==> src/rtl/eth_tx_arbiter.sv <==
// eth_tx_arbiter: frame-level arbiter sharing the GMII tx path between the ARP and UDP engines.
// Optional per-grant watchdog is built when ETH_TX_ARB_WATCHDOG_EN is defined.
module eth_tx_arbiter #(
  parameter bit ARP_PRIORITY     = 1'b1,
  parameter int IFG_CYCLES       = 12,
  parameter int MAX_FRAME_CYCLES = 4095
) (
  input  logic       clk,
  input  logic       rst,
  input  logic       arp_req,
  output logic       arp_gnt,
  input  logic       arp_done,
  input  logic       arp_gmii_tx_en,
  input  logic [7:0] arp_gmii_txd,
  input  logic       udp_req,
  output logic       udp_gnt,
  input  logic       udp_done,
  input  logic       udp_gmii_tx_en,
  input  logic [7:0] udp_gmii_txd,
  output logic       gmii_tx_en,
  output logic [7:0] gmii_txd,
  output logic       busy,
  output logic       arb_err
);
  typedef enum logic [1:0] {IDLE, GNT_ARP, GNT_UDP, IFG} state_t;
  localparam logic [7:0] GAP_LAST = 8'(IFG_CYCLES - 1);
  state_t state, state_nxt;
  logic last_arp;
  logic [7:0] gap_cnt;
  logic granted, done, abort, pick_arp;
  assign granted = state == GNT_ARP || state == GNT_UDP;
  assign done = state == GNT_ARP ? arp_done : state == GNT_UDP && udp_done;
  // on a tie without priority, the source that did not own the last frame wins
  assign pick_arp = arp_req && (!udp_req || ARP_PRIORITY || !last_arp);
  assign arp_gnt = state == GNT_ARP;
  assign udp_gnt = state == GNT_UDP;
  assign busy = state != IDLE;
`ifdef ETH_TX_ARB_WATCHDOG_EN
  localparam logic [11:0] WD_LAST = 12'(MAX_FRAME_CYCLES - 1);
  logic [11:0] wd_cnt;
  assign abort = granted && !done && wd_cnt == WD_LAST;
  always_ff @(posedge clk or posedge rst)
    if (rst) begin
      wd_cnt  <= '0;
      arb_err <= 1'b0;
    end else begin
      wd_cnt  <= granted ? wd_cnt + 12'd1 : '0;
      arb_err <= abort;
    end
`else
  assign abort = 1'b0;
  assign arb_err = 1'b0 && MAX_FRAME_CYCLES > 0;
`endif
  always_comb begin
    state_nxt = state;
    case (state)
      IDLE:    state_nxt = pick_arp ? GNT_ARP : udp_req ? GNT_UDP : IDLE;
      IFG:     state_nxt = gap_cnt == GAP_LAST ? IDLE : IFG;
      default: state_nxt = done || abort ? IFG : state;
    endcase
  end
  always_ff @(posedge clk or posedge rst)
    if (rst) state <= IDLE;
    else state <= state_nxt;
  always_ff @(posedge clk or posedge rst)
    if (rst) begin
      last_arp   <= 1'b0;
      gap_cnt    <= '0;
      gmii_tx_en <= 1'b0;
      gmii_txd   <= '0;
    end else begin
      if (state == IDLE && state_nxt != IDLE) last_arp <= state_nxt == GNT_ARP;
      gap_cnt    <= state == IFG ? gap_cnt + 8'd1 : '0;
      gmii_tx_en <= state == GNT_ARP ? arp_gmii_tx_en : state == GNT_UDP && udp_gmii_tx_en;
      gmii_txd   <= state == GNT_ARP ? arp_gmii_txd : state == GNT_UDP ? udp_gmii_txd : 8'h00;
    end
endmodule

==> config.mk <==
export PLATFORM = sky130hd
export DESIGN_NAME = eth_tx_arbiter
export DESIGN_NICKNAME = d
export VERILOG_FILES = /design/src/rtl/eth_tx_arbiter.sv
export SDC_FILE = /design/constraint.sdc
export NUM_CORES = 1
export LEC_CHECK = 0
export CELL_PAD_IN_SITES_DETAIL_PLACEMENT = 0
export CELL_PAD_IN_SITES_GLOBAL_PLACEMENT = 2
export CORE_AREA = 2 2 62 64
export CTS_CLUSTER_DIAMETER = 50
export CTS_CLUSTER_SIZE = 28
export DETAILED_ROUTE_END_ITERATION = 10
export DIE_AREA = 0 0 64 66
export PLACE_DENSITY = 0.86
export SLEW_MARGIN = 20
export SYNTH_ARGS = -nofsm -noshare
export SYNTH_HDL_FRONTEND = slang
export SYNTH_SLANG_ARGS = --single-unit
==> constraint.sdc <==
create_clock -name clk -period 2.44 [get_ports clk]
set_input_delay 0.61 -clock clk [delete_from_list [all_inputs] [get_ports clk]]
set_output_delay 0.61 -clock clk [all_outputs]
set_load 0.01 [all_outputs]
# After elaboration in Yosys (flattened, before gate mapping)
# Cells that the tools add are included.
# W data, S select, Z words.
[totals] rom_bits=0 mem_count=0 regBits=19 latch_bits=0 wordCells=24 ramBits=0
[op_classes] eq_ne=4 bitwise_logic=0 n_mux=10 n_mul=0 n_reduce_logical=5 order_cmp=0 n_addsub=1 n_div=0 shift=0
[op_table] op="$mux W8" n=3
[op_table] op="$add A8 B1 Y8 const B" n=1
[op_table] op="$eq A8 B4 Y1 const B" n=1
[op_table] op="$mux W2" n=4
[op_table] op="$eq A2 B2 Y1 const B" n=2
[op_table] op="$pmux W2 S2" n=1
[op_table] op="$reduce_bool A3 Y1" n=1
[op_table] op="$eq A2 B1 Y1 const B" n=1
[op_table] op="$logic_and A1 B1 Y1" n=2
[op_table] op="$logic_not A2 Y1" n=1
[op_table] op="$mux W1" n=2
[op_table] op="$reduce_bool A2 Y1" n=1

# Longest topological paths before layout
[depth] word_depth=5 depth_mapped=5

# Worst setup path before layout
# No wires, ideal clock.
[synth_path] path_kind="reg2out" from="reg state[0]" to="out busy" setup_slack_ps=1091 t_required_ps=1830 t_arrival_ps=739 stages_incl_launch_ff=4 path_cell_list="dfrtp_1 inv_1 ha_1 inv_1"
[synth_via] elab_chain_len=1
[synth_lines] element="from (decl)" line_no="27" rtl="state_t state, state_nxt;"
[synth_lines] element="from (signal assigned)" line_no="64" rtl="else state <= state_nxt;"
[synth_lines] element="$reduce_bool A2 Y1" line_no="37" rtl="assign busy = state != IDLE;"
[synth_lines] element="to (decl)" line_no="22" rtl="output logic busy,"
# Every way passes these cells.

# Final worst setup path
# Ends and elaborated chain as after synthesis.

==> results <==
## worst max-delay path, cell delays in order (launching register included)
cell and delay [ns]:
dfrtp_1 0.41, inv_1 0.08, ha_1 0.24, inv_1 0.06, clkdlybuf4s50_1 0.52
## worst max-delay path by stage
stage,startpoint,endpoint,cells past startpoint
after floorplan,state[0]$_DFFE_PP0P_,busy,3
after global placement,state[0]$_DFFE_PP0P_,busy,4
after detailed placement,state[0]$_DFFE_PP0P_,busy,4
after CTS,state[0]$_DFFE_PP0P_,busy,4
after global routing,state[0]$_DFFE_PP0P_,busy,4
final,state[0]$_DFFE_PP0P_,busy,4
## final cells by class
class | instances | area, um^2 | area share
clock buffer | 3 | 22.5 | 0.0172
multi-input combinational | 52 | 373 | 0.284
clock inverter | 1 | 5.00 | 0.00381
timing repair buffer | 36 | 358 | 0.273
tap | 48 | 60.1 | 0.0458
sequential | 19 | 475 | 0.362
inverter | 5 | 18.8 | 0.0143
## power by group
part / leakage (nW) / internal [mW] / switching, mW
Combinational: 0.299 / 0.297 / 0.242
Clock: 0.0177 / 0.0610 / 0.0894
Sequential: 0.249 / 0.405 / 0.0588
## layer usage
metal	track usage	vias to the layer above	routed length, um	share of wire
li1	-	351	-	-
met1	0.118	333	748	0.42
met2	0.163	17	925	0.52
met3	0.0324	2	99	0.055
met4	0.0245	0	13	0.0073
met5	0	-	0	0
## through the flow
step / instance area [um^2] / hold WS, ns / setup slack, ns / std cells
after detailed placement: 1280 / 0.497 / 0.566 / 160
after global placement: 1280 / 0.497 / 0.575 / 160
after CTS: 1310 / 0.514 / 0.203 / 164
final: 1310 / 0.514 / 0.226 / 164
after floorplan: 882 / 0.462 / 1.09 / 79
after global routing: 1310 / 0.559 / 0.106 / 164
## flip-flops by register name (all words and copies together) (netlist names)
name and cells:
gmii_txd 8, state 2, gap_cnt 8, gmii_tx_en 1
## cells by family after synthesis
group / after synthesis / share of synthesized area
and+or+nand+nor: 22 / 0.142
AOI/OAI and AO/OA: 21 / 0.176
DFF: 19 / 0.539
buffers and inverters: 8 / 0.0383
adders and majority gates: 5 / 0.0709
xor gates and xnor gates: 3 / 0.0298
other: 1 / 0.00425
## layout by cell type, fill, tap and decap left out
master / instances
nand3_2: 2
a2bb2oi_1: 2
nand3b_1: 1
nand4_1: 1
buf_4: 1
a211oi_1: 2
clkbuf_4: 3
inv_1: 5
dfrtp_1: 19
a221oi_1: 1
or3_1: 3
a22o_1: 8
conb_1: 1
and3b_1: 1
clkinv_2: 1
nor2b_1: 1
xnor2_1: 1
clkdlybuf4s50_1: 35
ha_1: 5
a21oi_1: 3
a31o_2: 1
nand3_1: 1
nand2_1: 5
nor4b_1: 1
xor2_1: 2
o21ai_0: 4
nor2_1: 5
and2_1: 1
==> results.md <==
* Outcome: complete, no violations
* DR WL/cell at roughly 11 um
* Core box area at ~3600 um^2
* Worst path arrival time at 1.60 ns
* Final worst path period need at roughly 2.2 ns
* Pwr Density at approximately 880 nW/um^2
* Setup Buffers After CTS at 0
* CTS clk-pin slew, worst paths at between 0.1 and 0.15 ns
* Worst vdd ir at a little over 0.4 mV
* Area added between synthesis and finish at 48.8%
* Utilization after layout at 0.370
* Initial core utilization at 0.248
* First-pass GRT wire length at between 3000 and 4000 um
* Setup_tns at 0 ns
* PortBufs at 35
* DR iter-0 viols at 24
* Routed WL at between 1500 and 2000 um
* Reg2Reg Setup Slack at 0.80 ns
* Kind of critical path: reg2out
* N_diodes at 0
* Crit Reg-Reg Startpoint: state[1]$_DFFE_PP0P_
* YS warnings at 0
* Critical Path Start Type: flip-flop
* Sink Count at 19
* Syn nets at ~110
* Most frequent cell after synthesis: dfrtp_1
* Pin count of the biggest net entering global routing at 20
* Cell Area, Synth at 882 um^2
* Post-synth top area share at 0.539
* Synth Area per Inst at about 11 um^2
* Fraction of layout cells with a size suffix above 1 at 0.0690
* Clock Tree Root: clkbuf_4
* Worst reg2reg endpoint: gmii_txd[1]$_DFF_PP0_
* Hold EP: gap_cnt[0]$_DFF_PP0_
* FP Rows at 22
* Vias in the first global route at roughly 730
* First-pass DRT Iterations at 3
* Leak pwr at 0.565 nW
* Number of buffers created by CTS at 3
* Worst-Skew Late Latency at between 0.2 and 0.3 ns
* Yosys reg bits at 19
* Boundary pin count at 37
* CP required at between 1.5 and 2 ns
* Maximum clock rate at ~450 MHz
* CP Capture Type: output pin
* DR vias at 703
* Post-DRT Antenna Nets at 0
* Min-delay src: gap_cnt[0]$_DFF_PP0_
* Final Hold Vio Count at 0
* Worst relative slew slack at 0.544
* Hpwl dp at approximately 1400 um
* Post-CTS Hold Fix Bufs at 0
* Die width at 64 um
* Min-Delay Path Class: reg2reg
* Synth Flop Type: dfrtp_1
* Worst-margin pin slew at 0.683 ns
* Gp weighted congestion at about 0.67
* RSZ-0062 raised after global routing: no
* Number of flops mapped to enable cells by yosys at 0
* Final setup viols at 0
* Die area at between 4000 and 5000 um^2
* Fin. max-slew vios at 0
* Largest area contributor in the netlist: dfrtp_1
* CTS resizes at 0
* Cells after synthesis at between 70 and 80
* CTS Buffer Depth at 2
* Initial antenna violation count at 0
* Drt drc at 0
* Die Span Y at between 60 and 70 um
* Crit Path Max Fanout at 4
* Total Routing Usage GR at 0.0965
* Congestion Overflow GR at 0
* Synth cell count leaders: 19 x dfrtp_1, 8 x a22o_1
* H-tree levels at 1
* Worst hold stages at 1
* Via density at about 4.3
* Netlist cell types at 26
* FFs w/ async S/R, synth at 1.00
* # fillers at between 300 and 400
* Top cells by area, synth: dfrtp_1 54%, a22o_1 7.9%, ha_1 7.1%, nand3_2 2.3%, o21ai_0 2.3%
* R2R depth at 5
* Fin nets at approximately 150
* Max Cap Viol at 0
* Tot Pwr at 1.15 mW
* Final clock period utilization by the worst path at 0.907
* Register area share after synthesis at 0.539
* TritonCTS clock tree: done
* Clock skew at about 0.011 ns
Power figures use the tool's default switching activity.
